`src/rtl/bp_pkg.sv`:
```
// bp_pkg: BTB entry layout, 2-bit counter constants and saturating helpers.
package bp_pkg;

    typedef struct packed {
        logic        valid;
        logic [31:0] pc;
        logic [31:0] target;
        logic [1:0]  cnt;
    } bp_entry_t;

    localparam logic [1:0] CNT_WEAK_T = 2'b10;
    localparam logic [1:0] CNT_MAX    = 2'b11;
    localparam logic [1:0] CNT_MIN    = 2'b00;

    function automatic logic [1:0] sat_inc(input logic [1:0] c);
        return (c == CNT_MAX) ? CNT_MAX : c + 2'd1;
    endfunction

    function automatic logic [1:0] sat_dec(input logic [1:0] c);
        return (c == CNT_MIN) ? CNT_MIN : c - 2'd1;
    endfunction

endpackage

```
`src/rtl/branch_predictor_if.sv`:
```
// branch_predictor_if: fetch/decode/execute signals shared with the predictor.
interface branch_predictor_if;
    logic [31:0] target_addr;
    logic [31:0] f_pc;
    logic [31:0] d_pc;
    logic        d_is_branch;
    logic        x_predict_res;
    logic [31:0] f_predict_addr;
    logic        f_predict_valid;

    modport master (
        output target_addr, f_pc, d_pc, d_is_branch, x_predict_res,
        input  f_predict_addr, f_predict_valid
    );

    modport slave (
        input  target_addr, f_pc, d_pc, d_is_branch, x_predict_res,
        output f_predict_addr, f_predict_valid
    );
endinterface

```
`src/rtl/bp_btb_cam.sv`:
```
// bp_btb_cam: parallel 32-bit tag compare across all BTB entries.
module bp_btb_cam
    import bp_pkg::*;
#(
    parameter int ENTRIES = 4
) (
    input  bp_entry_t [ENTRIES-1:0]         tbl_i,
    input  logic [31:0]                     pc_i,
    output logic                            hit_o,
    output logic [$clog2(ENTRIES)-1:0]      idx_o
);
    logic [ENTRIES-1:0] match;

    for (genvar g = 0; g < ENTRIES; g++) begin : g_cmp
        assign match[g] = tbl_i[g].valid && (tbl_i[g].pc == pc_i);
    end

    assign hit_o = |match;

    // Allocation never duplicates a PC, so OR-encoding the one-hot is exact.
    always_comb begin
        idx_o = '0;
        for (int i = 0; i < ENTRIES; i++)
            if (match[i]) idx_o = idx_o | ($clog2(ENTRIES))'(i);
    end
endmodule

```
`src/rtl/branch_predictor.sv`:
```
// branch_predictor: fully-associative BTB with 2-bit counters; decode-time
// branch info is piped to the execute resolve cycle, where the table updates.
module branch_predictor
    import bp_pkg::*;
#(
    parameter int ENTRIES = 4,
    parameter int X_LAT   = 2
) (
    input  logic               clk,
    input  logic               reset,
    branch_predictor_if.slave  bp
);
    localparam int IW = $clog2(ENTRIES);

    bp_entry_t [ENTRIES-1:0] tbl_q, tbl_d;
    logic [IW-1:0]           rr_q, rr_d;
    logic [X_LAT-1:0]        pv_q;
    logic [X_LAT-1:0][31:0]  ppc_q, ptg_q;

    logic          f_hit, r_hit, free_hit, res;
    logic [IW-1:0] f_idx, r_idx, free_idx, victim;

    bp_btb_cam #(.ENTRIES(ENTRIES)) u_f_cam (
        .tbl_i (tbl_q),
        .pc_i  (bp.f_pc),
        .hit_o (f_hit),
        .idx_o (f_idx)
    );

    bp_btb_cam #(.ENTRIES(ENTRIES)) u_r_cam (
        .tbl_i (tbl_q),
        .pc_i  (ppc_q[X_LAT-1]),
        .hit_o (r_hit),
        .idx_o (r_idx)
    );

    // Lowest-index invalid entry wins; descending scan leaves the lowest last.
    always_comb begin
        free_hit = 1'b0;
        free_idx = '0;
        for (int i = ENTRIES - 1; i >= 0; i--)
            if (!tbl_q[i].valid) begin
                free_hit = 1'b1;
                free_idx = IW'(i);
            end
    end

    assign res    = pv_q[X_LAT-1];
    assign victim = free_hit ? free_idx : rr_q;

    always_comb begin
        tbl_d = tbl_q;
        rr_d  = rr_q;
        if (res && r_hit) begin
            tbl_d[r_idx].cnt = bp.x_predict_res ? sat_inc(tbl_q[r_idx].cnt) : sat_dec(tbl_q[r_idx].cnt);
            if (bp.x_predict_res) tbl_d[r_idx].target = ptg_q[X_LAT-1];
        end else if (res && bp.x_predict_res) begin
            tbl_d[victim] = '{valid: 1'b1, pc: ppc_q[X_LAT-1], target: ptg_q[X_LAT-1], cnt: CNT_WEAK_T};
            rr_d = free_hit ? rr_q : rr_q + IW'(1);
        end
    end

    always_ff @(posedge clk) begin
        if (reset) begin
            tbl_q <= '0;
            rr_q  <= '0;
            pv_q  <= '0;
            ppc_q <= '0;
            ptg_q <= '0;
        end else begin
            tbl_q    <= tbl_d;
            rr_q     <= rr_d;
            pv_q[0]  <= bp.d_is_branch;
            ppc_q[0] <= bp.d_pc;
            ptg_q[0] <= bp.target_addr;
            for (int i = 1; i < X_LAT; i++) begin
                pv_q[i]  <= pv_q[i-1];
                ppc_q[i] <= ppc_q[i-1];
                ptg_q[i] <= ptg_q[i-1];
            end
        end
    end

    assign bp.f_predict_valid = !reset && f_hit && (tbl_q[f_idx].cnt >= CNT_WEAK_T);
    assign bp.f_predict_addr  = bp.f_predict_valid ? tbl_q[f_idx].target : 32'h0;
endmodule

```
`src/flat_wrapper.sv`:
```
// flat-port wrapper written by rule: the top's interface ports become plain ports
module branch_predictor_flat import bp_pkg::*;
#(
    parameter int ENTRIES = 4,
    parameter int X_LAT   = 2
)
  (clk, reset, bp_target_addr, bp_f_pc, bp_d_pc, bp_d_is_branch, bp_x_predict_res, bp_f_predict_addr, bp_f_predict_valid);
  branch_predictor_if bp_i ();
  input  logic clk;
  input  logic reset;
  input wire logic [$bits(bp_i.target_addr)-1:0] bp_target_addr;
  input wire logic [$bits(bp_i.f_pc)-1:0] bp_f_pc;
  input wire logic [$bits(bp_i.d_pc)-1:0] bp_d_pc;
  input wire logic [$bits(bp_i.d_is_branch)-1:0] bp_d_is_branch;
  input wire logic [$bits(bp_i.x_predict_res)-1:0] bp_x_predict_res;
  output wire logic [$bits(bp_i.f_predict_addr)-1:0] bp_f_predict_addr;
  output wire logic [$bits(bp_i.f_predict_valid)-1:0] bp_f_predict_valid;
  assign bp_i.target_addr = bp_target_addr;
  assign bp_i.f_pc = bp_f_pc;
  assign bp_i.d_pc = bp_d_pc;
  assign bp_i.d_is_branch = bp_d_is_branch;
  assign bp_i.x_predict_res = bp_x_predict_res;
  assign bp_f_predict_addr = bp_i.f_predict_addr;
  assign bp_f_predict_valid = bp_i.f_predict_valid;
  branch_predictor #(.ENTRIES(ENTRIES), .X_LAT(X_LAT)) u_core (.clk(clk), .reset(reset), .bp(bp_i));
endmodule
```
`config.mk`:
```
export PLATFORM = sky130hd
export DESIGN_NAME = branch_predictor_flat
export DESIGN_NICKNAME = d
export VERILOG_FILES = /design/src/rtl/bp_pkg.sv /design/src/rtl/branch_predictor_if.sv /design/src/rtl/bp_btb_cam.sv /design/src/rtl/branch_predictor.sv /design/src/flat_wrapper.sv
export SDC_FILE = /design/constraint.sdc
export NUM_CORES = 1
export LEC_CHECK = 0
export CORE_UTILIZATION = 50
export DETAILED_ROUTE_END_ITERATION = 10
export GPL_ROUTABILITY_DRIVEN = 0
export GPL_TIMING_DRIVEN = 0
export PLACE_DENSITY = 0.73
export SLEW_MARGIN = 10
export SYNTH_ARGS = -nofsm -noshare
export SYNTH_HDL_FRONTEND = slang
export SYNTH_HIERARCHICAL = 1
export SYNTH_SLANG_ARGS = --single-unit
```
`constraint.sdc`:
```
create_clock -name clk -period 3.4 [get_ports clk]
set_clock_uncertainty 0.15 [all_clocks]
set_input_delay 0.51 -clock clk [delete_from_list [all_inputs] [get_ports clk]]
set_output_delay 0.51 -clock clk [all_outputs]
set_load 0.1 [all_outputs]
```
==> metrics.csv <==
stage;metric;value;unit
setup_path;cp-end-kind;output pin;
place;placed_area;0.01868;mm2
synthesis;synthesis.area;0.01656;mm2
clock_network;clock_sinks;400;
clock_network;cts_buffers;43;
synthesis;synth_largest_area_cell;dfxtp_1;
die;die_y;184.0;um
power_and_ir_drop;power_frac_seq;0.476;
setup_path;cpPeakStageDelay;0.48;ns
final_layout;areaGrowthSynthToFinish;30.74;%
clock_network;clock_latency;0.56;ns
setup_path;start_kind;register;
final_layout;final_net_count;1945;
die;core-area;0.03254;mm2
die;io_pins;133;
timing;rsz0062_at_grt;true;
final_layout;layout-drive-gt1-share;0.2141;
synthesis;synth_top_area_frac;0.4835;
timing;hold_viol_final;0;
clock_network;clk_root_buffer_cell;clkbuf_16;
setup_path;cp_num_buf_inv;4;
synthesis;synthCells;1624;
synthesis;synth_area_leaders;dfxtp_1 48%, xnor2_1 8.3%, a22o_1 6.8%;
timing;drv_slew;0;
drt;drtAntennaViolNets;0;
setup_path;worstPathMaxFanout;5;
status;status;finished with violations;
drt;vias;13300;
power_and_ir_drop;ir_drop;406.6;uV
synthesis;ys_warn_count;6;
synthesis;synth_area_per_cell;10.20;um2
synthesis;ys_seq_area_frac;0.4835;
die;dieArea;0.03385;mm2
drt;drtPass1Iterations;5;
final_layout;final-seq-area;0.008083;mm2
global_routing;grt-ovfl-total;0;
global_routing;grt_max_degree;14;
power_and_ir_drop;clkPwrFrac;0.463;
synthesis;async_flop_share;0;
power_and_ir_drop;switching_share;0.2299;
die;start_util;0.5090;
setup_path;cpMostUsedCell;buf_6;
final_layout;num_antenna_cells;0;
global_routing;grt_usage;0.2882;
power_and_ir_drop;powerDensity;471.2;mW/mm2
clock_network;ctsHoldBuffers;0;
setup_path;worst_ep_required_time;2.74;ns
die;chipWidth;184.0;um
place;dpl.hpwl;33350;um
timing;period_share;1.204;
timing;setup_viol;33;
synthesis;synth_ff_type;dfxtp_1;
power_and_ir_drop;internal-power;7.858;mW
drt;route.detailed.drc;0;
global_routing;antenna_found_initial;0;
final_layout;multi_input_area;0.008618;mm2
synthesis;netlist_top_cells_count;400 x dfxtp_1, 203 x nand2_1, 157 x xnor2_1;
global_routing;grt_pass1_vias;12940;
synthesis;ys_ff_latch;400;
status;violations;negative setup slack;
flow_run;drv_cap;0;
die;row_count;66;
timing;min_period;4.092;ns
clock_network;clk_pin_slew_worst_paths;0.06;ns
timing;worst_pin_slew;0.8253;ns
synthesis;yosysUniqueCellTypes;52;
min_path;min_path_type;register to register;
setup_path;cp_data_arrival_time;3.43;ns
final_layout;fin_area;0.02165;mm2
drt;via_per_inst;5.734;
synthesis;yosysMostFrequentCell;dfxtp_1;
drt;wl_per_cell;21.41;um
timing;max_freq;0.2444;GHz
place;numPortBuffers;129;
final_layout;postLayoutCoreUtil;0.6655;
setup_path;path_cells;xor2_1, nor4_2, nand4_1, or4_4, nand2_2, buf_6, mux2_4, o21ai_4, buf_6, clkbuf_16, and2b_4, buf_12;
timing;timing.hold.ws;0.2829;ns
setup_path;critPathTopFamily;simple AND/OR/NAND/NOR gates;
timing;max_slew_margin;0.4498;
clock_network;clock_path_buffers;3;
clock_network;htree_levels;2;
timing;setup_ws;-0.6924;ns
power_and_ir_drop;power.leakage;8.175;nW
synthesis;synth-edff-count;0;
setup_path;path_class;register to output pin;
clock_network;cts_tree;yes;
final_layout;fillers;2465;
drt;wl;49670;um
power_and_ir_drop;p_comb_frac;0.061;
place;dp_slack;-2.438;ns
synthesis;synth_fp_nets;1724;
setup_path;cp_slowest_cell;or4_4;
drt;drt_iter0_drc;1146;
global_routing;grt_first_pass_wirelength;73940;um
power_and_ir_drop;switching_power;2.345;mW
power_and_ir_drop;p_total;10.20;mW
## power by group through the flow
stage          sequential (mW)  clock (mW)  combinational [mW]
3_3_place_gp              4.96           0               0.565
6_report                  4.86        4.72               0.625
2_1_floorplan             4.92           0               0.297
4_1_cts                   4.86        4.77               0.590
5_1_grt                   4.86        4.98               0.656
3_5_place_dp              4.96           0               0.571
## routing by layer
metal,GRT usage,vias up,wire length (um)
met3,0.04952,159,3634
met2,0.4879,627,23690
met1,0.3488,6485,19600
met4,0.1553,0,2735
met5,0,-,0
li1,-,6032,-
## cells in the final DEF (no fill, tap or decap), types with 39 or more instances in the layout
cell and instances:
dfxtp_1 362, a21oi_1 100, clkdlybuf4s50_1 67, nand2_1 200, nand4_1 39, buf_12 40, a22o_1 129, xnor2_1 150
clkbuf_16 55, nor2b_1 131, xor2_1 100, nor2_1 44
## worst reg2reg max path, delay by kind of cell (launching register included)
family / cells / cell delay, ns
simple gates: 4 / 1.30
compound gates: 4 / 0.81
flops: 1 / 0.40
xor+xnor: 1 / 0.20
buf+inv: 2 / 0.45
## cell families after synthesis
family | after synthesis | synth area share
fa+ha+maj | 1 | 0.0006044
mux | 68 | 0.06686
flops | 400 | 0.4835
buf+inv | 107 | 0.03113
xor+xnor | 258 | 0.1364
compound gates | 258 | 0.1142
simple gates | 532 | 0.1672
## registers in the layout, indices dropped and copies added, names as in the netlist
signal        flops
u_core/pv_q       2
u_core/rr_q       2
u_core/tbl_q    268
u_core/ppc_q     64
u_core/ptg_q     64
## final cells by class
| class | count | share of cell area |
|---|---|---|
| Multi-Input combinational cell | 1117 | 0.3980 |
| Sequential cell | 400 | 0.3733 |
| Timing Repair Buffer | 178 | 0.1005 |
| Clock buffer | 62 | 0.05998 |
| Buffer | 101 | 0.03496 |
| Tap cell | 442 | 0.02554 |
| Clock inverter | 16 | 0.006819 |
| Inverter | 4 | 0.0008668 |
## through the flow
| stage | TNS, ns | std cells |
|---|---|---|
| 2_1_floorplan | -3.406 | 1624 |
| 5_1_grt | -21.10 | 2320 |
| 3_5_place_dp | -227.27 | 2195 |
| 4_1_cts | -18.60 | 2292 |
| 3_3_place_gp | -218.56 | 2195 |
| 6_report | -20.60 | 2320 |
## path summary, 6_finish.rpt
check / startpoint / depth (start not counted) / slack (ns) / endpoint
setup / recovery: u_core/tbl_q[110] / 12 / -0.69 / bp_f_predict_addr[29]
hold / removal: u_core/ptg_q[30] / 1 / 0.28 / u_core/ptg_q[62]
setup reg to reg: u_core/ppc_q[59] / 11 / 0.04 / u_core/tbl_q[88]
hold reg to reg: u_core/ptg_q[30] / 1 / 0.28 / u_core/ptg_q[62]
## what timing repair did
item	in CTS	in global routing
gates cloned	3	7
buffers inserted	17	22
gates resized for setup	455	113
endpoints found under the setup margin	298	274
pin swaps	19	18
No activity file was read; power rests on OpenSTA's default activity.
